**src/rtl/cmp_pkg.sv**
```systemverilog
// Shared opcodes, FSM states and counter width for the compare arbiter.
package cmp_pkg;

    localparam logic [1:0] OP_EQ   = 2'b00;
    localparam logic [1:0] OP_GT   = 2'b01;
    localparam logic [1:0] OP_LT   = 2'b10;
    localparam logic [1:0] OP_NONE = 2'b11;

    localparam int STAT_W = 8;

    typedef enum logic [1:0] {
        IDLE,
        EVAL,
        RESP
    } state_t;

    function automatic logic op_result(
        input logic [1:0] op,
        input logic       lt,
        input logic       eq,
        input logic       gt
    );
        logic r;
        r = 1'b0;
        case (op)
            OP_EQ:   r = eq;
            OP_LT:   r = lt;
            OP_GT:   r = gt;
            default: r = 1'b0;
        endcase
        return r;
    endfunction

endpackage

```
**src/rtl/cmp_arbiter_if.sv**
```systemverilog
// Requester-side bundle of the compare arbiter: requests, operands, grants, responses.
interface cmp_arbiter_if #(
    parameter int NREQ = 4,
    parameter int W    = 4
);
    localparam int IW = (NREQ > 1) ? $clog2(NREQ) : 1;

    logic [NREQ-1:0]   req;
    logic [NREQ*W-1:0] a_in;
    logic [NREQ*W-1:0] b_in;
    logic [NREQ*2-1:0] op_in;
    logic [NREQ-1:0]   gnt;
    logic              rsp_valid;
    logic [IW-1:0]     rsp_id;
    logic              rsp_result;
    logic              rsp_lt;
    logic              rsp_eq;
    logic              rsp_gt;

    modport master (
        output req, a_in, b_in, op_in,
        input  gnt, rsp_valid, rsp_id, rsp_result,
        input  rsp_lt, rsp_eq, rsp_gt
    );

    modport slave (
        input  req, a_in, b_in, op_in,
        output gnt, rsp_valid, rsp_id, rsp_result,
        output rsp_lt, rsp_eq, rsp_gt
    );

endinterface

```
**src/rtl/cmp_core.sv**
```systemverilog
// Combinational unsigned W-bit magnitude compare; exactly one flag is high.
module cmp_core
    import cmp_pkg::*;
#(
    parameter int W = 4
) (
    input  logic [W-1:0] i_a,
    input  logic [W-1:0] i_b,
    output logic         o_lt,
    output logic         o_eq,
    output logic         o_gt
);

    assign o_lt = (i_a <  i_b);
    assign o_eq = (i_a == i_b);
    assign o_gt = (i_a >  i_b);

endmodule

```
**src/rtl/cmp_arbiter.sv**
```systemverilog
// Round-robin arbiter/sequencer for one shared comparator.
// Optional per-requester grant counters under CMP_ARB_STATS_EN.
module cmp_arbiter
    import cmp_pkg::*;
#(
    parameter int NREQ = 4,
    parameter int W    = 4
) (
    input  logic                     clk,
    input  logic                     rst,
`ifdef CMP_ARB_STATS_EN
    input  logic                     stat_clr,
    output logic [NREQ*STAT_W-1:0]   stat_cnt,
`endif
    cmp_arbiter_if.slave             bus
);

    localparam int IW = (NREQ > 1) ? $clog2(NREQ) : 1;

    state_t            r_state;
    state_t            w_next;
    logic [IW-1:0]     r_rr_ptr;
    logic [IW-1:0]     r_win;
    logic [IW-1:0]     w_win;
    logic              w_any;
    logic [W-1:0]      r_a;
    logic [W-1:0]      r_b;
    logic [1:0]        r_op;
    logic [NREQ-1:0]   r_gnt;
    logic              r_valid;
    logic [IW-1:0]     r_id;
    logic              r_res;
    logic              r_lt;
    logic              r_eq;
    logic              r_gt;
    logic              w_lt;
    logic              w_eq;
    logic              w_gt;

    assign w_any = |bus.req;

    // Scan from the far end back toward rr_ptr so the nearest hit wins.
    always_comb begin : pick
        int idx;
        w_win = r_rr_ptr;
        idx   = 0;
        for (int k = NREQ - 1; k >= 0; k--) begin
            idx = int'(r_rr_ptr) + k;
            if (idx >= NREQ) begin
                idx = idx - NREQ;
            end
            if (bus.req[idx]) begin
                w_win = IW'(idx);
            end
        end
    end

    always_comb begin
        w_next = r_state;
        unique case (r_state)
            IDLE:    if (w_any) w_next = EVAL;
            EVAL:    w_next = RESP;
            RESP:    w_next = IDLE;
            default: w_next = IDLE;
        endcase
    end

    always_ff @(posedge clk) begin
        if (rst) begin
            r_state <= IDLE;
        end else begin
            r_state <= w_next;
        end
    end

    cmp_core #(.W(W)) u_core (
        .i_a  (r_a),
        .i_b  (r_b),
        .o_lt (w_lt),
        .o_eq (w_eq),
        .o_gt (w_gt)
    );

    always_ff @(posedge clk) begin
        if (rst) begin
            r_rr_ptr <= '0;
            r_win    <= '0;
            r_a      <= '0;
            r_b      <= '0;
            r_op     <= '0;
            r_gnt    <= '0;
            r_valid  <= 1'b0;
            r_id     <= '0;
            r_res    <= 1'b0;
            r_lt     <= 1'b0;
            r_eq     <= 1'b0;
            r_gt     <= 1'b0;
        end else begin
            r_gnt   <= '0;
            r_valid <= 1'b0;
            case (r_state)
                IDLE: begin
                    if (w_any) begin
                        r_win <= w_win;
                        r_a   <= bus.a_in[w_win*W +: W];
                        r_b   <= bus.b_in[w_win*W +: W];
                        r_op  <= bus.op_in[w_win*2 +: 2];
                        r_gnt <= NREQ'(1) << w_win;
                    end
                end
                EVAL: begin
                    r_lt    <= w_lt;
                    r_eq    <= w_eq;
                    r_gt    <= w_gt;
                    r_res   <= op_result(r_op, w_lt, w_eq, w_gt);
                    r_id    <= r_win;
                    r_valid <= 1'b1;
                end
                RESP: begin
                    r_rr_ptr <= (r_win == IW'(NREQ - 1)) ? '0 : r_win + 1'b1;
                end
                default: ;
            endcase
        end
    end

    assign bus.gnt        = r_gnt;
    assign bus.rsp_valid  = r_valid;
    assign bus.rsp_id     = r_id;
    assign bus.rsp_result = r_res;
    assign bus.rsp_lt     = r_lt;
    assign bus.rsp_eq     = r_eq;
    assign bus.rsp_gt     = r_gt;

`ifdef CMP_ARB_STATS_EN
    logic [STAT_W-1:0] r_cnt [NREQ];

    // Counts bump on the same edge that raises gnt; a clear wins over it.
    always_ff @(posedge clk) begin
        if (rst || stat_clr) begin
            for (int i = 0; i < NREQ; i++) begin
                r_cnt[i] <= '0;
            end
        end else if (r_state == IDLE && w_any && r_cnt[w_win] != '1) begin
            r_cnt[w_win] <= r_cnt[w_win] + 1'b1;
        end
    end

    for (genvar g = 0; g < NREQ; g++) begin : g_cnt
        assign stat_cnt[g*STAT_W +: STAT_W] = r_cnt[g];
    end
`endif

endmodule

```
**src/flat_wrapper.sv**
```systemverilog
// flat-port wrapper written by rule: the top's interface ports become plain ports
module cmp_arbiter_flat import cmp_pkg::*;
#(
    parameter int NREQ = 4,
    parameter int W    = 4
)
  (clk, rst, bus_req, bus_a_in, bus_b_in, bus_op_in, bus_gnt, bus_rsp_valid, bus_rsp_id, bus_rsp_result, bus_rsp_lt, bus_rsp_eq, bus_rsp_gt);
  cmp_arbiter_if #(.NREQ(NREQ), .W(W)) bus_i ();
  input  logic clk;
  input  logic rst;
  input wire logic [$bits(bus_i.req)-1:0] bus_req;
  input wire logic [$bits(bus_i.a_in)-1:0] bus_a_in;
  input wire logic [$bits(bus_i.b_in)-1:0] bus_b_in;
  input wire logic [$bits(bus_i.op_in)-1:0] bus_op_in;
  output wire logic [$bits(bus_i.gnt)-1:0] bus_gnt;
  output wire logic [$bits(bus_i.rsp_valid)-1:0] bus_rsp_valid;
  output wire logic [$bits(bus_i.rsp_id)-1:0] bus_rsp_id;
  output wire logic [$bits(bus_i.rsp_result)-1:0] bus_rsp_result;
  output wire logic [$bits(bus_i.rsp_lt)-1:0] bus_rsp_lt;
  output wire logic [$bits(bus_i.rsp_eq)-1:0] bus_rsp_eq;
  output wire logic [$bits(bus_i.rsp_gt)-1:0] bus_rsp_gt;
  assign bus_i.req = bus_req;
  assign bus_i.a_in = bus_a_in;
  assign bus_i.b_in = bus_b_in;
  assign bus_i.op_in = bus_op_in;
  assign bus_gnt = bus_i.gnt;
  assign bus_rsp_valid = bus_i.rsp_valid;
  assign bus_rsp_id = bus_i.rsp_id;
  assign bus_rsp_result = bus_i.rsp_result;
  assign bus_rsp_lt = bus_i.rsp_lt;
  assign bus_rsp_eq = bus_i.rsp_eq;
  assign bus_rsp_gt = bus_i.rsp_gt;
  cmp_arbiter #(.NREQ(NREQ), .W(W)) u_core (.clk(clk), .rst(rst), .bus(bus_i));
endmodule
```
**config.mk**
```make
export PLATFORM = sky130hd
export DESIGN_NAME = cmp_arbiter_flat
export DESIGN_NICKNAME = d
export VERILOG_FILES = /design/src/rtl/cmp_pkg.sv /design/src/rtl/cmp_arbiter_if.sv /design/src/rtl/cmp_core.sv /design/src/rtl/cmp_arbiter.sv /design/src/flat_wrapper.sv
export SDC_FILE = /design/constraint.sdc
export NUM_CORES = 1
export LEC_CHECK = 0
export CORE_MARGIN = 1
export CORE_UTILIZATION = 47
export CTS_BUF_LIST = sky130_fd_sc_hd__clkbuf_2 sky130_fd_sc_hd__clkbuf_4 sky130_fd_sc_hd__clkbuf_8
export DETAILED_ROUTE_END_ITERATION = 16
export GPL_TIMING_DRIVEN = 0
export PLACE_DENSITY = 0.82
export SLEW_MARGIN = 5
export SYNTH_ARGS = -nofsm -noshare
export SYNTH_HDL_FRONTEND = slang
export SYNTH_SLANG_ARGS = --single-unit
```
**constraint.sdc**
```tcl
create_clock -name clk -period 1.9 [get_ports clk]
set_input_delay 0.285 -clock clk [delete_from_list [all_inputs] [get_ports clk]]
set_output_delay 0.285 -clock clk [all_outputs]
set_load 0.01 [all_outputs]
```
# [After elaboration in Yosys (flattened, before gate mapping)]
# Cells that the tools add are included.
[word_totals] in_bits=46 out_inout_bits=11 reg_bits=27
[classes] reduce_logical=5 n_eq_ne=7 n_mux=25 shift=4 magnitude_cmp=10 bitwise=2 n_addsub=8
[op_table] cell="$lt 32x4->1 const B" n=4
[op_table] cell="$mux 32" n=4
[op_table] cell="$ge 32x4->1 const B" n=2
[op_table] cell="$sub 32x4->32 const B" n=2
[op_table] cell="$shiftx 16x5->4" n=2
[op_table] cell="$mux 2" n=6
[op_table] cell="$mux 1" n=9
[op_table] cell="$bmux 1 s2" n=4
[op_table] cell="$shiftx 8x4->2" n=1
[op_table] cell="$add 2x2->3 const B" n=2
[op_table] cell="$eq 2x2->1 const B" n=3
[op_table] cell="$eq 2x1->1 const B" n=2
[op_table] cell="$eq 4x4->1" n=1
[op_table] cell="$gt 4x4->1" n=1
[op_table] cell="$logic_not 2->1" n=2
[op_table] cell="$lt 4x4->1" n=1
[op_table] cell="$pmux 2 s2" n=1
[op_table] cell="$reduce_or 4->1" n=1
[op_table] cell="$shl 1x2->4 const A" n=1
[op_table] cell="$sub 2x3->4 const B" n=1
[op_table] cell="$sub 3x3->4 const B" n=1
[op_table] cell="$add 2x1->3 const B" n=1
[op_table] cell="$ge 2x3->1 const B" n=1
[op_table] cell="$ge 3x3->1 const B" n=1
[op_table] cell="6 further kinds" n=7

# [Depth between registers and ports, before layout]
# Gate-level depths: netlist of the first run.
[depth] ltp_word=11 ltp_mapped=7

# [Modules after synthesis]
# From an unflattened synthesis of the first run, not the netlist that was laid out.
[hier_totals] hier_cells=179 hier_area_um2=1619.1
[by_module_without_submodules] module="cmp_arbiter" cells_per_inst=163 area_each_um2=1490.2 instances=1
[by_module_without_submodules] module="cmp_core" cells_per_inst=16 area_each_um2=128.9 instances=1

# [Least setup slack after synthesis of the first run]
# Ideal clock, no wire load.
[synth_timing] path_kind="reg2reg" startpoint="register u_core.r_rr_ptr[1]" endpoint="register u_core.r_b[2]" slack_ns=0.360 stages_incl_launch_ff=7 setup_time_ns=0.120 arrival_ns=1.420 required_time_ns=1.780 path_buffers=1 synth_period_minus_slack_ns=1.540 cell_sequence="dfxtp_1 -> buf_6 -> and3b_4 -> or4_4 -> nand3_1 -> and3_1 -> o41ai_2"
[synth_between] elab_chain_len=11
[synth_lines] element="from (decl)" line="cmp_arbiter.sv:22" source="logic [IW-1:0] r_rr_ptr;"
[synth_lines] element="from (signal assigned)" line="cmp_arbiter.sv:120" source="r_rr_ptr <= (r_win == IW'(NREQ - 1)) ? '0 : r_win + 1'b1;"
[synth_lines] element="parallel branches: the longest is 9 deep, another holds $sub 32x4->32"
[synth_lines] element="$mux 2 (*)" line="cmp_arbiter.sv:52" source="if (bus.req[idx]) begin"
[synth_lines] element="$shiftx 16x5->4 (*)" line="cmp_arbiter.sv:106" source="r_b <= bus.b_in[w_win*W +: W];"
[synth_lines] element="to (signal assigned)" line="cmp_arbiter.sv:106"
[synth_lines] element="to (decl)" line="cmp_arbiter.sv:27" source="logic [W-1:0] r_b;"
# Every way passes the cells marked *. The select of a mux whose other input is x is not followed.
# A chain may end at the register's enable or synchronous reset.

# [Worst setup path in the final report of the first run]
[layout_timing] startpoint="input bus_req[3]" endpoint="register u_core.r_b[2]"
[layout_between] elab_chain_len=8
[layout_lines] element="from (decl)" line="flat_wrapper.sv:11" source="input wire logic [$bits(bus_i.req)-1:0] bus_req;"
[layout_lines] element="$bmux 1 s2" line="cmp_arbiter.sv:52"
[layout_lines] element="$mux 1 (not written as such) (2 in a row)" line="cmp_arbiter.sv:52"
[layout_lines] element="$mux 2 (4 in a row)" line="cmp_arbiter.sv:52"
[layout_lines] element="$shiftx 16x5->4" line="cmp_arbiter.sv:106"
# Parallel ways exist; a longest one is shown, timed or not. The select of a mux whose other input is x is not followed.

==> results of run 1 <==
-- sequential cells by signal, indices dropped and copies added, names as in the netlist, 2 cells and up --
name,flops
u_core.r_state,2
u_core.r_win,2
u_core.r_a,4
u_core.bus.rsp_id,2
u_core.r_op,2
u_core.bus.gnt,4
u_core.r_b,4
u_core.r_rr_ptr,2
-- power by group --
group	internal [W]	switching (W)	leakage [nW]
clock network	0.0000793	0.000174	0.0177
logic	0.000292	0.000235	0.732
registers	0.000622	0.0000292	0.222
-- placed cells by master, fill, tap and decap left out, drive strengths merged, types with 2 or more instances in the layout --
| cell type | instances |
|---|---|
| clkdlybuf4s50 | 54 |
| dfxtp | 27 |
| nand2 | 20 |
| a21oi | 14 |
| mux2i | 13 |
| buf | 13 |
| nor2 | 11 |
| nor2b | 10 |
| o221ai | 7 |
| inv | 7 |
| o21ai | 7 |
| clkbuf | 6 |
| or3 | 5 |
| nand3b | 5 |
| ha | 5 |
| o21a | 4 |
| nand3 | 4 |
| nand2b | 3 |
| nor3 | 3 |
| o21bai | 3 |
| and3 | 3 |
| a21o | 3 |
| a21bo | 3 |
| a31oi | 3 |
| and2 | 2 |
| nor4 | 2 |
-- path summary, 6_finish.rpt --
check | slack, ns | start | endpoint | cells after the start
max | 0.11 | bus_req[3] | u_core.r_b[2] | 7
max reg2reg | 0.18 | u_core.r_rr_ptr[0] | u_core.r_b[2] | 6
min reg2reg | 0.46 | u_core.bus.rsp_id[0] | u_core.bus.rsp_id[0] | 2
min | 0.46 | u_core.bus.rsp_id[0] | u_core.bus.rsp_id[0] | 2
-- stage by stage --
stage | utilization | area (µm²) | instances
2_1_floorplan | - | 1670 | 185
5_1_grt | 0.693 | 2330 | 294
6_report | 0.693 | 2330 | 294
4_1_cts | 0.682 | 2290 | 289
3_3_place_gp | 0.674 | 2270 | 285
3_5_place_dp | 0.674 | 2270 | 285
-- metal layers --
metal  vias up  share of wire  GRT usage
met4         0         0.0054     0.0571
li1        799              -          -
met3         4          0.052     0.0483
met1       693           0.46      0.288
met2        50           0.48      0.343
met5         -              0          0
-- critical path: stages --
cell and delay [ns]:
sky130_fd_sc_hd__clkdlybuf4s50_1 0.51, sky130_fd_sc_hd__buf_6 0.16, sky130_fd_sc_hd__nor2_1 0.06, sky130_fd_sc_hd__a221oi_2 0.24, sky130_fd_sc_hd__o21ai_0 0.25, sky130_fd_sc_hd__nor2b_1 0.23, sky130_fd_sc_hd__o41ai_2 0.31
-- logic make-up (layout without fill, tap and decap cells) --
logic type	count (synthesis)	count (layout)	share of synthesized area
AND/OR/NAND/NOR	72	72	0.263
flip-flops	27	27	0.324
AO/OA/AOI/OAI	49	49	0.220
adder cells (fa/ha/maj)	5	5	0.0375
multiplexers	14	14	0.0847
buffers and inverters	18	81	0.0705
-- cell type report --
type                       count  area [µm²]  share of cell area
tap                           46        57.6              0.0247
inverter                       7        26.3              0.0113
timing repair buffer          59         578               0.248
multi-input combinational    140        1010               0.433
sequential                    27         541               0.232
clock buffer                   3        22.5             0.00966
clock inverter                 1        5.00             0.00215
buffer                        11        91.3              0.0392
-- timing repair --
item / in CTS / in global routing
setup endpoints to repair: 0 / 5
hold endpoints to repair: 0 / 0
hold buffers: 0 / 0
setup buffers: 0 / 5
==> metrics, run 1 <==
count of endpoints failing setup in the final report=0; count of yosys warnings during synthesis=0; most repeated cell in the gate-level netlist after synthesis=sky130_fd_sc_hd__dfxtp_1; number of port buffers=54; number of iterations in the first detailed-routing pass=4; critical path class=in2reg; worst hold slack=0.464 ns; number of antenna violations at the first check in global routing=0; number of diodes added for antenna fixing=0; outcome=finished clean; via density per instance=5.26; clock period minus final worst setup slack=1.79 ns; share of flip-flops with an asynchronous set or reset=0; core region area=3360 µm²; Worst Skew=0.00180 ns; classification of the worst-slack hold path=reg2reg; synthesis-stage register bit count=27; post-layout total power=0.00143 W; FILL cells=312; main area contributors after synthesis=sky130_fd_sc_hd__dfxtp_1 32%, sky130_fd_sc_hd__mux2i_1 7.8%, sky130_fd_sc_hd__nand2_1 4.0%; Net Count, Synth=236; achievable frequency=558 MHz; type of origin of the critical path=input pin; pin count of the biggest net entering global routing=16; leak pwr=0.972 nW; number of gates given a new drive strength after cts=0; sequential area share after synthesis=0.324; width of the die=61.6 µm; starting density of the core=0.496; CTS Buffer Depth=2; Sinks on Clock Net=27; Setup Slack @ Placement=-0.321 ns; Max Cap Viol=0; Clock Root Buffer=sky130_fd_sc_hd__clkbuf_4; CTS Buf Count=3; Post-synth EDFFs=0; boundary pin count=57; period utilisation layout=0.944; critical path arrival=2.04 ns; most used flip-flop cell after synthesis=sky130_fd_sc_hd__dfxtp_1; tightest slew margin relative to the limit=0.594; Max VDD drop=0.000443 V; routed len/inst=12.5 µm; Synth top area share=0.324; vias in the first global route=1383; Net count, final=300; Hold Violations, Final=0; number of instances in the synthesized netlist=185; htree depth=1; share of final-layout standard cells stronger than drive strength 1=0.137; aggregate negative setup slack=0 ns; chip height=61.6 µm; worst-case setup margin in the final layout=0.107 ns; area growth from synthesis to layout=39.7%; Slew Limit Fails=0; synthesized area per cell=9.02 µm²; CTS tree=done; weighted congestion reported at the end of routability-driven placement=0.825; final wirelength=3680 µm; violation count after the first detailed-routing iteration=94; sort of element at the end of the critical path=flip-flop; setup repair after global routing missed its margin=false; via total after detailed routing=1546; Power per Cell Area=614 nW/µm²; maximum fanout along the worst path=10; most used standard cells in the synthesized netlist=27 x sky130_fd_sc_hd__dfxtp_1, 18 x sky130_fd_sc_hd__nand2_1, 13 x sky130_fd_sc_hd__a21oi_1, 13 x sky130_fd_sc_hd__mux2i_1, 10 x sky130_fd_sc_hd__nor2_1; Congestion Overflow GR=0; top cell type by total area after synthesis=sky130_fd_sc_hd__dfxtp_1; post-synthesis instance area=1670 µm²; unique cell type count in the Yosys netlist=47; total global-route track usage=0.213; first-pass GRT wire length=6050 µm; clock-pin slew reported for the worst setup and hold paths after clock tree synthesis=0.14 ns; number of placement rows=21; dpl hpwl=2830 µm; required time reported for the critical path endpoint=2.15 ns; drc violations=0; number of nets with antenna violations after detailed routing=0; Die Area=3790 µm²; insertion delay to the later sink of the worst-skew pair=0.33 ns; pin slew with the least headroom to its limit=0.602 ns
Note: power is estimated with default switching activity, not from simulation.
==> run 2, diff against run 1 <==
--- a/config.mk
+++ b/config.mk
@@ -8,6 +8,7 @@
 export CORE_MARGIN = 1
 export CORE_UTILIZATION = 47
 export CTS_BUF_LIST = sky130_fd_sc_hd__clkbuf_2 sky130_fd_sc_hd__clkbuf_4 sky130_fd_sc_hd__clkbuf_8
+export CTS_CLUSTER_DIAMETER = 120
 export DETAILED_ROUTE_END_ITERATION = 16
 export GPL_TIMING_DRIVEN = 0
 export PLACE_DENSITY = 0.82
==> results of run 2 <==
No change in the layout: final DEF, timing and power equal those of run 1.
